**src/rtl/ifetch_pkg.sv**
```systemverilog
// Shared definitions for the instruction fetch stage: FSM state encoding and reset vector.
// S_HALT exists only when IFETCH_MISALIGN_TRAP_EN is defined.
package ifetch_pkg;

   localparam logic [31:0] DEFAULT_RESET_PC = 32'h0000_3000;

   typedef enum logic [1:0] {
      S_IDLE  = 2'd0,
      S_REQ   = 2'd1,
`ifdef IFETCH_MISALIGN_TRAP_EN
      S_VALID = 2'd2,
      S_HALT  = 2'd3
`else
      S_VALID = 2'd2
`endif
   } fetch_state_e;

endpackage

```
**src/rtl/ifetch_unit_if.sv**
```systemverilog
// Fetch-stage bus bundle: instruction-memory req/ack channel plus the valid/ready channel to decode.
// The master modport is the fetch unit, the slave modport is memory plus decode.
interface ifetch_unit_if;

   logic        imem_req;
   logic [31:0] imem_addr;
   logic        imem_ack;
   logic [31:0] imem_rdata;
   logic [31:0] instr;
   logic        instr_valid;
   logic        instr_ready;

   modport master (
      output imem_req,
      output imem_addr,
      input  imem_ack,
      input  imem_rdata,
      output instr,
      output instr_valid,
      input  instr_ready
   );

   modport slave (
      input  imem_req,
      input  imem_addr,
      output imem_ack,
      output imem_rdata,
      input  instr,
      input  instr_valid,
      output instr_ready
   );

endinterface

```
**src/rtl/ifetch_unit_pc_reg.sv**
```systemverilog
// Architectural PC register with async reset and load enable.
// Without IFETCH_MISALIGN_TRAP_EN the loaded value is forced word-aligned.
module pc_reg
   import ifetch_pkg::*;
#(
   parameter logic [31:0] RESET_PC = DEFAULT_RESET_PC
) (
   input  logic        clk,
   input  logic        rst,
   input  logic        load_i,
   input  logic [31:0] npc_i,
   output logic [31:0] pc_o
);

   logic [31:0] pc_q;
   logic [31:0] pc_d;

`ifdef IFETCH_MISALIGN_TRAP_EN
   // The trap logic wants to see the offending address, so keep it unmodified.
   assign pc_d = npc_i;
`else
   assign pc_d = npc_i & 32'hFFFF_FFFC;
`endif

   always_ff @(posedge clk or posedge rst) begin
      if (rst) begin
         pc_q <= RESET_PC;
      end else if (load_i) begin
         pc_q <= pc_d;
      end
   end

   assign pc_o = pc_q;

endmodule

```
**src/rtl/ifetch_unit.sv**
```systemverilog
// Instruction fetch stage: PC, one imem read per instruction, instruction register to decode.
// Optional misaligned-NPC trap (misalign_o, S_HALT) enabled by IFETCH_MISALIGN_TRAP_EN.
module ifetch_unit
   import ifetch_pkg::*;
#(
   parameter logic [31:0] RESET_PC = DEFAULT_RESET_PC
) (
   input  logic                clk,
   input  logic                rst,
   ifetch_unit_if.master       bus,
   input  logic [31:0]         npc_i,
   output logic [31:0]         pc_o,
`ifdef IFETCH_MISALIGN_TRAP_EN
   output logic                misalign_o,
`endif
   output logic [31:0]         fetch_count_o
);

   fetch_state_e state_q;
   logic [31:0]  instr_q;
   logic [31:0]  fetchCount_q;
   logic         accept;

   assign accept = (state_q == S_VALID) && bus.instr_ready;

   pc_reg #(
      .RESET_PC (RESET_PC)
   ) uPcReg (
      .clk    (clk),
      .rst    (rst),
      .load_i (accept),
      .npc_i  (npc_i),
      .pc_o   (pc_o)
   );

`ifdef IFETCH_MISALIGN_TRAP_EN
   logic misalign_q;
   assign misalign_o = misalign_q;

   always_ff @(posedge clk or posedge rst) begin
      if (rst) begin
         misalign_q <= 1'b0;
      end else if (accept && (npc_i[1:0] != 2'b00)) begin
         misalign_q <= 1'b1;
      end
   end
`endif

   // Reset drops state straight to S_IDLE, so req/valid fall without waiting for a clock.
   always_ff @(posedge clk or posedge rst) begin
      if (rst) begin
         state_q      <= S_IDLE;
         instr_q      <= 32'h0;
         fetchCount_q <= 32'h0;
      end else begin
         case (state_q)
            S_IDLE: begin
               state_q <= S_REQ;
            end
            S_REQ: begin
               if (bus.imem_ack) begin
                  instr_q <= bus.imem_rdata;
                  state_q <= S_VALID;
               end
            end
            S_VALID: begin
               if (bus.instr_ready) begin
                  fetchCount_q <= fetchCount_q + 32'd1;
`ifdef IFETCH_MISALIGN_TRAP_EN
                  if (npc_i[1:0] != 2'b00) begin
                     state_q <= S_HALT;
                  end else begin
                     state_q <= S_REQ;
                  end
`else
                  state_q <= S_REQ;
`endif
               end
            end
`ifdef IFETCH_MISALIGN_TRAP_EN
            S_HALT: begin
               state_q <= S_HALT;
            end
`endif
            default: begin
               state_q <= S_IDLE;
            end
         endcase
      end
   end

   assign bus.imem_req    = (state_q == S_REQ);
   assign bus.imem_addr   = pc_o;
   assign bus.instr       = instr_q;
   assign bus.instr_valid = (state_q == S_VALID);
   assign fetch_count_o   = fetchCount_q;

endmodule

```
**src/flat_wrapper.sv**
```systemverilog
// flat-port wrapper written by rule: the top's interface ports become plain ports
module ifetch_unit_flat import ifetch_pkg::*;
#(
   parameter logic [31:0] RESET_PC = DEFAULT_RESET_PC
)
  (clk, rst, npc_i, pc_o, fetch_count_o, bus_imem_req, bus_imem_addr, bus_imem_ack, bus_imem_rdata, bus_instr, bus_instr_valid, bus_instr_ready);
  ifetch_unit_if bus_i ();
  input  logic clk;
  input  logic rst;
  input  logic [31:0] npc_i;
  output logic [31:0] pc_o;
  output logic [31:0] fetch_count_o;
  output wire logic [$bits(bus_i.imem_req)-1:0] bus_imem_req;
  output wire logic [$bits(bus_i.imem_addr)-1:0] bus_imem_addr;
  input wire logic [$bits(bus_i.imem_ack)-1:0] bus_imem_ack;
  input wire logic [$bits(bus_i.imem_rdata)-1:0] bus_imem_rdata;
  output wire logic [$bits(bus_i.instr)-1:0] bus_instr;
  output wire logic [$bits(bus_i.instr_valid)-1:0] bus_instr_valid;
  input wire logic [$bits(bus_i.instr_ready)-1:0] bus_instr_ready;
  assign bus_imem_req = bus_i.imem_req;
  assign bus_imem_addr = bus_i.imem_addr;
  assign bus_i.imem_ack = bus_imem_ack;
  assign bus_i.imem_rdata = bus_imem_rdata;
  assign bus_instr = bus_i.instr;
  assign bus_instr_valid = bus_i.instr_valid;
  assign bus_i.instr_ready = bus_instr_ready;
  ifetch_unit #(.RESET_PC(RESET_PC)) u_core (.clk(clk), .rst(rst), .bus(bus_i), .npc_i(npc_i), .pc_o(pc_o), .fetch_count_o(fetch_count_o));
endmodule
```
**config.mk**
```make
export PLATFORM = sky130hd
export DESIGN_NAME = ifetch_unit_flat
export DESIGN_NICKNAME = d
export VERILOG_FILES = /design/src/rtl/ifetch_pkg.sv /design/src/rtl/ifetch_unit_if.sv /design/src/rtl/ifetch_unit_pc_reg.sv /design/src/rtl/ifetch_unit.sv /design/src/flat_wrapper.sv
export SDC_FILE = /design/constraint.sdc
export NUM_CORES = 1
export LEC_CHECK = 0
export BUFFER_PORTS_ARGS = -buffer_cell sky130_fd_sc_hd__buf_2
export CAP_MARGIN = 5
export CORE_MARGIN = 1
export CORE_UTILIZATION = 46
export DETAILED_ROUTE_END_ITERATION = 7
export PLACE_DENSITY = 0.88
export SYNTH_ARGS = -nofsm -noshare
export SYNTH_HDL_FRONTEND = slang
export SYNTH_SLANG_ARGS = --single-unit
```
**constraint.sdc**
```tcl
create_clock -name clk -period 4.23 [get_ports clk]
set_input_delay 0.846 -clock clk [delete_from_list [all_inputs] [get_ports clk]]
set_output_delay 0.846 -clock clk [all_outputs]
set_load 0.02 [all_outputs]
```
## After elaboration in Yosys (flattened, before gate mapping)

Index checks and enable logic that the tools add are counted.

| operators by class | value |
|---|---|
| equality and inequality tests | 4 |
| add/sub/neg operators | 1 |
| reduce and logical (&&, ||, !) cells | 5 |
| multiplexer cells | 3 |

Operators with widths:

| cell | count |
|---|---|
| $add A32 B1 Y32 const B | 1 |
| $pmux W2 S3 | 1 |
| $reduce_and A2 Y1 | 3 |
| $mux W2 | 2 |
| $ne A2 B1 Y1 const B | 2 |
| $eq A2 B1 Y1 const B | 1 |
| $eq A2 B2 Y1 const B | 1 |
| $logic_not A2 Y1 | 1 |
| $logic_and A1 B1 Y1 | 1 |

| word-level totals | value |
|---|---|
| logic and storage cells | 17 |
| bits in registers | 96 |
| bits of input ports | 68 |

## Logic depth before layout (Yosys ltp)

| logic depth | value |
|---|---|
| word-level depth | 3 |
| depth in mapped cells | 5 |
| gate-level depth less buffers | 5 |

## Cells and area by module

From an unflattened synthesis, not the netlist that was laid out.

| second synthesis, totals | value |
|---|---|
| cells, all modules | 305 |
| area, all modules | 4,291.6 um2 |

Modules (own cells, without submodules):

| module | area an instance (um2) | cells an instance | times used |
|---|---|---|---|
| ifetch_unit | 3,031.7 | 238 | 1 |
| pc_reg | 1,260.0 | 67 | 1 |

## Worst setup path before layout

OpenSTA, ideal clock, no wires.

| path | value |
|---|---|
| kind | input port to flip-flop |
| start | in bus_instr_ready |
| end | reg u_core.fetchCount_q[11], in the netlist u_core.fetch_count_o[11] |
| setup slack | 2.480 ns |
| cell stages on the path | 4 |
| required time | 4.097 ns |
| arrival | 1.617 ns |
| path buffers | 0 |
| cells stage by stage | nand3b_2 nor4_2 nand4_1 xnor2_1 |

| on the way | value |
|---|---|
| longest elaborated chain between the ends | 1 |

RTL lines:

| element | line | source |
|---|---|---|
| start: declaration | flat_wrapper.sv:19 | `input wire logic [$bits(bus_i.instr_ready)-1:0] bus_instr_ready;` |
| $reduce_and A2 Y1 (no source line) | -- |  |
| end signal: assignment | ifetch_unit.sv:68 | `fetchCount_q <= fetchCount_q + 32'd1;` |
| end: declaration | ifetch_unit.sv:21 | `logic [31:0] fetchCount_q;` |

Every way passes these cells.
A chain may end at the register's enable or synchronous reset.

## Worst setup path after layout

Ends and elaborated chain as after synthesis.

==> key figures <==
Status
  • Outcome: complete, no violations

STA
  • RSZ-0062 raised after global routing: false
  • Final Critical Period: ~2.3 ns
  • Final setup fails: 0
  • Setup TNS Final: 0 ns
  • Final Max Slew Viols: 0
  • Hold_ws: 0.4938 ns
  • Hold Fails Final Rpt: 0
  • Worst setup margin: around 2.0 ns
  • Pin slew with the least headroom to its limit: about 0.94 ns
  • Relative slew slack: between 30% and 40%
  • Fin crit share: a little over half
  • Fmax: between 400 and 500 MHz
  • Layout Skew: between 0.015 and 0.02 ns

Drt
  • Final WL: ~8000 microns
  • DR pass1 iterations: 4
  • Max layer used: met4
  • Starting DRT DRC Count: 57
  • Residual DRC: 0
  • Met3 wire length: around 550 microns
  • Routed wl met2: 4194 microns
  • Routed Antenna Nets: 0
  • Vias: 2896
  • Avg WL per Cell: around 14 microns
  • Via density: 4.959
  • Met1 wire length: roughly 3300 microns

Clock network
  • Maximum clock path buffer count: 2
  • CTS tree: built
  • Post-CTS resize count: 0
  • Hold-fix buffers, CTS: 0
  • Clk sink count: 96
  • Clock slew at reported path FFs: about 0.090 ns
  • CTS HTree Levels: 3
  • Clk_lat worst skew: between 0.3 and 0.4 ns
  • CTS Buf Count: 9
  • # Post-CTS Setup Buffers: 0
  • CTS root buffer: clkbuf_8

Floorplanning
  • Die width: approximately 97 microns
  • Core ar.: about 0.0088 sq mm
  • Die area: between 0.009 and 0.01 sq mm
  • Height of the die: 97.44 microns
  • Starting Density: a little under half
  • I/O Pins: between 150 and 200
  • Cell row count: 34

Setup path
  • CP Class: primary input to flip-flop
  • FF-to-FF setup slack: 2.04 ns
  • Slowest CP cell: nand3b_2
  • Critical Path Sink Type: flip-flop
  • CP endpoint: u_core.fetch_count_o[11]
  • Worst r2r path cells: 4
  • Crit-path cells: buf_2 > nand3b_2 > nor4_2 > nand4_1 > xnor2_1
  • Worst r2r dst: u_core.fetch_count_o[11]
  • Worst Setup Start Kind: primary input
  • CP max stage delay: about 0.62 ns
  • Critical path fanouts, max: 34
  • Worst EP arrival: about 2.5 ns
  • CP startpoint: bus_instr_ready
  • Crit Reg-Reg Startpoint: u_core.state_q[0]
  • Data required, critical path: about 4.5 ns

Logic synthesis
  • Post-synth top cells: dfrtp_1, mux2_2, buf_4, xnor2_1, nand3_1
  • Synth area leader: dfrtp_1
  • Sequential share of the synthesized area: between 50% and 60%
  • Top cells by area, synth: dfrtp_1, mux2_2, buf_4
  • Synthesized area: approximately 0.0042 sq mm
  • Number of synthesized flops with an enable pin: 0
  • Synthesis Warnings: 0
  • Share of flip-flops with an asynchronous set or reset: between 90% and 100%
  • Ys flop type: dfrtp_1
  • Avg Synthesized Cell Area: ~14 sq um
  • Cells after synthesis: just over 300
  • Flops & latches, synth: 96
  • Top cell type's share of synthesized area: a little under three fifths
  • Synth cell types: 34
  • Top-count cell post-synth: dfrtp_1

Global routing
  • Largest net degree at the start of global routing: 81
  • Vias in the first global route: 2874
  • Initial antenna violation count: 0
  • First-pass GRT wire length: 13480 microns
  • Tot GR Track Use: approximately 18%
  • Grt total ovfl: 0

Layout
  • Area Overhead vs Synth: 24.48%
  • Final #Nets: between 500 and 600
  • Fin util: between 50% and 60%
  • Number of diodes: 0
  • Share of layout cells above drive strength 1: 60.29%

Pwr
  • Leak Pwr: 2.662 nW
  • Pwr Density: a little over 700 mW/mm^2
  • Maximum vdd drop: around 0.00034 V

Place
  • Port Buffers: approximately 190
  • Hpwl dp: ~6000 microns
  • Placer Congestion: a little under 0.8
  • DP Worst Slack: ~1.6 ns

Run
  • Max Cap Viol: 0

Hold path
  • HP Class: flip-flop to flip-flop
[logic make-up after synthesis]
| group | after synthesis | synth area share [%] |
|---|---|---|
| compound gates | 3 | 0.4179 |
| xor+xnor | 31 | 6.480 |
| fa+ha+maj | 1 | 0.2985 |
| buf+inv | 47 | 7.644 |
| flops | 96 | 57.39 |
| mux | 63 | 16.93 |
| other cells | 1 | 0.08949 |
| simple gates | 63 | 10.75 |
[sequential cells by signal, summed over array words and instances (netlist names)]
| signal | flops |
|---|---|
| u_core.state_q | 2 |
| u_core.bus.instr | 32 |
| u_core.uPcReg.pc_o | 30 |
| u_core.fetch_count_o | 32 |
[report_power, final]
part	total [mW]	internal [mW]	switching (mW)
sequential	1.45	1.25	0.200
clock	0.607	0.279	0.328
combinational	1.63	0.656	0.971
total	3.69	2.19	1.50
[cell type report]
cell class                 instances  area, sq um
clock buffer                       9        123.9
clock inverter                     7        76.32
fill                             732         3547
inverter                           5        21.27
multi-input combinational        165         1476
sequential                        96         2405
tap                              108        135.1
timing repair buffer             194        978.4
[metal layers]
metal  up-vias  global-route usage [%]
met4         0                   5.995
li1       1352                       -
met3        12                   4.964
met1      1417                   21.67
met2       115                   30.29
met5         -                       0
[cells in the final DEF, fill, tap and decap left out, types with 4 or more instances in the layout]
master	n
conb_1	4
nand2_1	10
xnor2_1	27
nand4_1	12
buf_2	191
dfrtp_1	94
inv_1	4
xor2_1	4
nor2_1	5
nand3_1	13
clkbuf_8	9
mux2_2	63
[how the worst min path moves through the flow]
stage                                  start  slack [ns]  cells after the start                        to
floorplan                  u_core.state_q[1]        0.53                      1         u_core.state_q[0]
global placement    u_core.fetch_count_o[31]        0.46                      1  u_core.fetch_count_o[31]
detailed placement  u_core.fetch_count_o[31]        0.48                      1  u_core.fetch_count_o[31]
CTS                 u_core.fetch_count_o[31]        0.50                      1  u_core.fetch_count_o[31]
global route        u_core.fetch_count_o[30]        0.53                      1  u_core.fetch_count_o[30]
finish              u_core.fetch_count_o[30]        0.49                      1  u_core.fetch_count_o[30]
[critical path, delay by kind of cell]
| family | cells | cell delay (ns) |
|---|---|---|
| XOR/XNOR | 1 | 0.15 |
| AND/OR/NAND/NOR | 3 | 1.37 |
| buffers and inverters | 1 | 0.14 |
[per-stage QoR]
stage	area (sq um)	instances	power, mW
after floorplan	4202	308	2.723
after global placement	5016	568	3.064
after detailed placement	5016	568	3.126
after CTS	5216	584	3.732
after global routing	5216	584	3.881
final	5216	584	3.685
Power figures use the tool's default switching activity.
